## src/rtl/seg7_scan_display.sv

```systemverilog
// Multiplexed four-digit hex display driver for a common-anode seven-segment module.
// Latches a 32-bit word and scans one selected 16-bit half with leading-zero blanking.
module seg7_scan_display #(
  parameter int DIV_MAX = 100000,
  parameter int DIV_W   = 17
) (
  input  logic        clk,
  input  logic        rst,
  input  logic [31:0] data_in,
  input  logic        load,
  input  logic        page,
  input  logic        blank_lz,
  input  logic [3:0]  dp_in,
  output logic [3:0]  AN,
  output logic [7:0]  SEGMENT,
  output logic [1:0]  digit_idx,
  output logic        frame_done
);

  localparam logic [DIV_W-1:0] DIV_LAST = DIV_W'(DIV_MAX - 1);

  logic [DIV_W-1:0] prescaler;
  logic [1:0]       scan_idx;
  logic [31:0]      shadow;
  logic             tick;
  logic [15:0]      half;
  logic [15:0]      upper;
  logic [3:0]       nibble;
  logic             blank;
  logic [6:0]       hex_seg;

  assign tick = (prescaler == DIV_LAST);

  // A digit is blanked when it and every more-significant nibble are zero;
  // digit 0 is always shown so a zero value still reads "0".
  always_comb begin
    half   = page ? shadow[31:16] : shadow[15:0];
    upper  = half >> {scan_idx, 2'b00};
    nibble = upper[3:0];
    blank  = blank_lz && (scan_idx != 2'd0) && (upper == 16'h0000);
  end

  // Active-low {g,f,e,d,c,b,a}
  always_comb begin
    hex_seg = 7'h7F;
    case (nibble)
      4'h0: hex_seg = 7'h40;
      4'h1: hex_seg = 7'h79;
      4'h2: hex_seg = 7'h24;
      4'h3: hex_seg = 7'h30;
      4'h4: hex_seg = 7'h19;
      4'h5: hex_seg = 7'h12;
      4'h6: hex_seg = 7'h02;
      4'h7: hex_seg = 7'h78;
      4'h8: hex_seg = 7'h00;
      4'h9: hex_seg = 7'h10;
      4'hA: hex_seg = 7'h08;
      4'hB: hex_seg = 7'h03;
      4'hC: hex_seg = 7'h46;
      4'hD: hex_seg = 7'h21;
      4'hE: hex_seg = 7'h06;
      4'hF: hex_seg = 7'h0E;
      default: hex_seg = 7'h7F;
    endcase
  end

  // Outputs are registered from the pre-edge index and shadow, so a load
  // reaches the segments one edge after the shadow captures it.
  always_ff @(posedge clk) begin
    if (rst) begin
      shadow     <= 32'h0;
      prescaler  <= '0;
      scan_idx   <= 2'd0;
      AN         <= 4'b1111;
      SEGMENT    <= 8'hFF;
      digit_idx  <= 2'd0;
      frame_done <= 1'b0;
    end else begin
      if (load) shadow <= data_in;
      if (tick) begin
        prescaler <= '0;
        scan_idx  <= scan_idx + 2'd1;
      end else begin
        prescaler <= prescaler + 1'b1;
      end
      AN         <= ~(4'b0001 << scan_idx);
      digit_idx  <= scan_idx;
      SEGMENT    <= {~dp_in[scan_idx], blank ? 7'h7F : hex_seg};
      frame_done <= tick && (scan_idx == 2'd3);
    end
  end

endmodule

```

## config.mk

```make
export PLATFORM = sky130hd
export DESIGN_NAME = seg7_scan_display
export DESIGN_NICKNAME = d
export VERILOG_FILES = /design/src/rtl/seg7_scan_display.sv
export SDC_FILE = /design/constraint.sdc
export NUM_CORES = 1
export LEC_CHECK = 0
export ABC_AREA = 1
export ABC_CLOCK_PERIOD_IN_PS = 3000
export CORE_MARGIN = 2
export CORE_UTILIZATION = 45
export CTS_CLUSTER_DIAMETER = 60
export DETAILED_ROUTE_END_ITERATION = 8
export PLACE_DENSITY = 0.7
export RECOVER_POWER = 25
export REMOVE_ABC_BUFFERS = 1
export SYNTH_ARGS = -nofsm -noshare
export SYNTH_HDL_FRONTEND = slang
export SYNTH_SLANG_ARGS = --single-unit
```

## constraint.sdc

```tcl
create_clock -name clk -period 3 [get_ports clk]
set_clock_uncertainty 0.1 [all_clocks]
set_input_delay 0.75 -clock clk [delete_from_list [all_inputs] [get_ports clk]]
set_output_delay 0.75 -clock clk [all_outputs]
set_load 0.05 [all_outputs]
```

==> summary.md <==
| Metric | Value |
|---|---|
| Worst path depth | 16 |
| Leakage | 1.72 nW |
| Initial core utilization | 46.9% |
| R2R Setup Slk | 0.91 ns |
| Multiplexer share of the synthesized area | 0% |
| Worst reg2reg path depth | 14 |
| Synth Area in Simple Gates | 39.4% |
| Row cnt | 30 |
| Detail Placement HPWL | 5190 um |
| Worst Setup End Kind | register |
| Slew at the pin with the worst max-slew slack | 0.852 ns |
| Critical path's largest stage delay | 0.61 ns |
| Max cap viols | 0 |
| Drt first-iter violations | 91 |
| Nets | 567 |
| Port buffer count | 55 |
| PostCTS Resize Cnt | 0 |
| Clock buffer depth | 2 |
| Synth async-reset ratio | 0% |
| Fillers | 651 |
| Final clock period utilization by the worst path | 88.1% |
| Die area | 0.00785 mm2 |
| CTS tree | built |
| 1st-pass router iterations | 4 |
| Average cell area after synthesis | 7.05 um2 |
| Die H | 88.6 um |
| Worst r2r dst | SEGMENT[0] |
| DP Cell Count | 601 |
| Netlist Area Pre-Place | 0.00322 mm2 |
| Slew Viols, Final | 0 |
| Count leader, synth | nand2_1 |
| Number of setup buffers added after CTS | 0 |
| Post-synth EDFFs | 0 |
| Synth Area in Adders | 3.88% |
| CTS buffer count | 9 |
| Antenna viol nets, final | 0 |
| First-pass GRT wire length | 12300 um |
| Final Hold Slack | 0.344 ns |
| Synth warn | 0 |
| Root buf cell | clkbuf_8 |
| Largest net degree at the start of global routing | 31 |
| Xor/xnor share of the synthesized area | 1.90% |
| Pwr Total | 1.98 mW |
| Post-synth top area cell | dfxtp_1 |
| Yosys reg bits | 66 |
| Drt drc | 0 |
| Worst Path Required | 3.17 ns |
| Synth cell count leaders | 117 x nand2_1, 89 x nor2_1, 66 x dfxtp_1, 37 x nand3_1, 36 x o21ai_0 |
| Register area | 0.00132 mm2 |
| Syn Inst Count | 457 |
| Crit path time final | 2.64 ns |
| Area share of the largest cell type after synthesis | 41.0% |
| Worst-path cell chain | clkdlybuf4s50_1 -> inv_4 -> nand2_1 -> nand3_1 -> nand2_1 -> nand2_1 -> nand2_1 -> ha_1 -> inv_1 -> nor3b_1 -> nand2_1 -> nor2_1 -> nand2_1 -> nand2_1 -> nand2_2 -> nand3_1 |
| Fin cells | 616 |
| Tightest Hold Check Type | register to register |
| Post-DR wirelength/cell | 11.5 um |
| IO Count | 56 |
| Critical Path AT | 2.81 ns |
| GRT Util Overall | 19.8% |
| Clock transition at path regs | 0.07 ns |
| Initial antenna violation count | 0 |
| Crit-path most repeated cell | nand2_1 |
| Worst Setup Path Type | primary input to register |
| Layout cells sized above 1 | 9.62% |
| Core area | 0.00687 mm2 |
| Library cells used by synthesis | 34 |
| Worst path buffer plus inverter count | 3 |
| Primary FF master, synth | dfxtp_1 |
| Area Growth Syn to Fin | 25.1% |
| # H-tree levels | 3 |
| Setup TNS | 0 ns |
| Vias in the first global route | 2845 |
| Reg-to-reg startpoint | scan_idx[0] |
| CP Launch Type | primary input |
| ANT cells | 0 |
| CP max stage cell | clkdlybuf4s50_1 |
| Vias per Instance | 4.88 |
| Worst-Skew Late Latency | 0.34 ns |
| PD cells | 491 mW/mm2 |
| Sequential area share after synthesis | 41.0% |
| Synth Area in Compound Gates | 7.84% |
| Peak supply drop | 0.000236 V |
| Crit path from | page |
| Cells on Worst Hold Path | 1 |
| RSZ-0062 raised after global routing | false |
| Max Fanout on Critical Path | 11 |
| CTS sink count | 66 |
| Ranking of synthesized cells by area | dfxtp_1 41%, nand2_1 14%, nor2_1 10% |
| Congestion Overflow GR | 0 |
| Hold_buf cts | 0 |
| Multi-input combinational cell area | 0.00169 mm2 |
| Largest family of logic cells by synthesized area | simple AND/OR/NAND/NOR gates |
| Via count | 3003 |
| CP delay by family, top | simple AND/OR/NAND/NOR gates |
| CP Capture Point | SEGMENT[0] |
| Max Clock Freq | 379 MHz |
| Routed wire length | 7070 um |
| Setup-failing EPs final | 0 |
| Status | complete, no violations |
| Final Hold Viols | 0 |
| GPL Wtd Cong | 0.962 |
| Relative slew margins | 43.2% |
| Die Wd | 88.6 um |
==> per-layer routing <==
layer	routed length, um	share of wire [%]	vias to the layer above	global-route usage, %
li1	-	-	1583	-
met1	3310	47	1347	24.3
met2	3320	47	62	33.3
met3	332	4.7	11	4.20
met4	104	1.5	0	8.82
met5	0	0	-	0
==> cell type report <==
cell class              instances  area share, %
flip-flops and latches         66           32.8
inverters                      23           2.20
repair buffers                 65           15.3
well taps                      96           2.98
clock buffers                  13           4.44
multi-input cells             351           42.0
clock inverters                 2          0.248
==> report_power, final <==
part | internal [mW] | switching, mW | total, mW
sequential | 0.926 | 0.0224 | 0.948
clock | 0.383 | 0.316 | 0.699
combinational | 0.137 | 0.195 | 0.332
==> registers in the layout (all words and copies together) (netlist names) <==
signal / flops
shadow: 32
prescaler: 17
SEGMENT: 8
AN: 4
digit_idx: 2
scan_idx: 2
frame_done: 1
==> cells by family after synthesis <==
family,Yosys count
AOI/OAI and AO/OA,50
xor gates and xnor gates,7
adders and majority gates,10
buffers and inverters,40
DFF,66
and+or+nand+nor,284
==> per-stage QoR <==
step	util [%]	setup WS (ns)	cell area [um2]
6_report	58.7	0.358	4030
4_1_cts	59.0	0.373	4050
3_5_place_dp	56.3	0.0306	3860
5_1_grt	58.7	0.0639	4030
2_1_floorplan	-	0.813	3120
3_3_place_gp	56.3	0.104	3860
==> placed cells by master (no fill, tap or decap), drive strengths merged, types with 6 or more instances in the layout <==
cell type and instances:
o21ai 38, buf 8, dfxtp 66, a21oi 10
ha 10, clkdlybuf4s50 54, nand2 132, nor2 92
clkbuf 15, nand3 41, inv 21, nand4 6
==> worst min-delay path by stage <==
| stage | from | endpoint |
|---|---|---|
| after floorplan | prescaler[0] | prescaler[0] |
| final | prescaler[0] | prescaler[0] |
| after CTS | prescaler[0] | prescaler[0] |
| after global placement | prescaler[0] | prescaler[0] |
| after global routing | prescaler[0] | prescaler[0] |
| after detailed placement | prescaler[0] | prescaler[0] |
(Power assumes the default switching activity.)
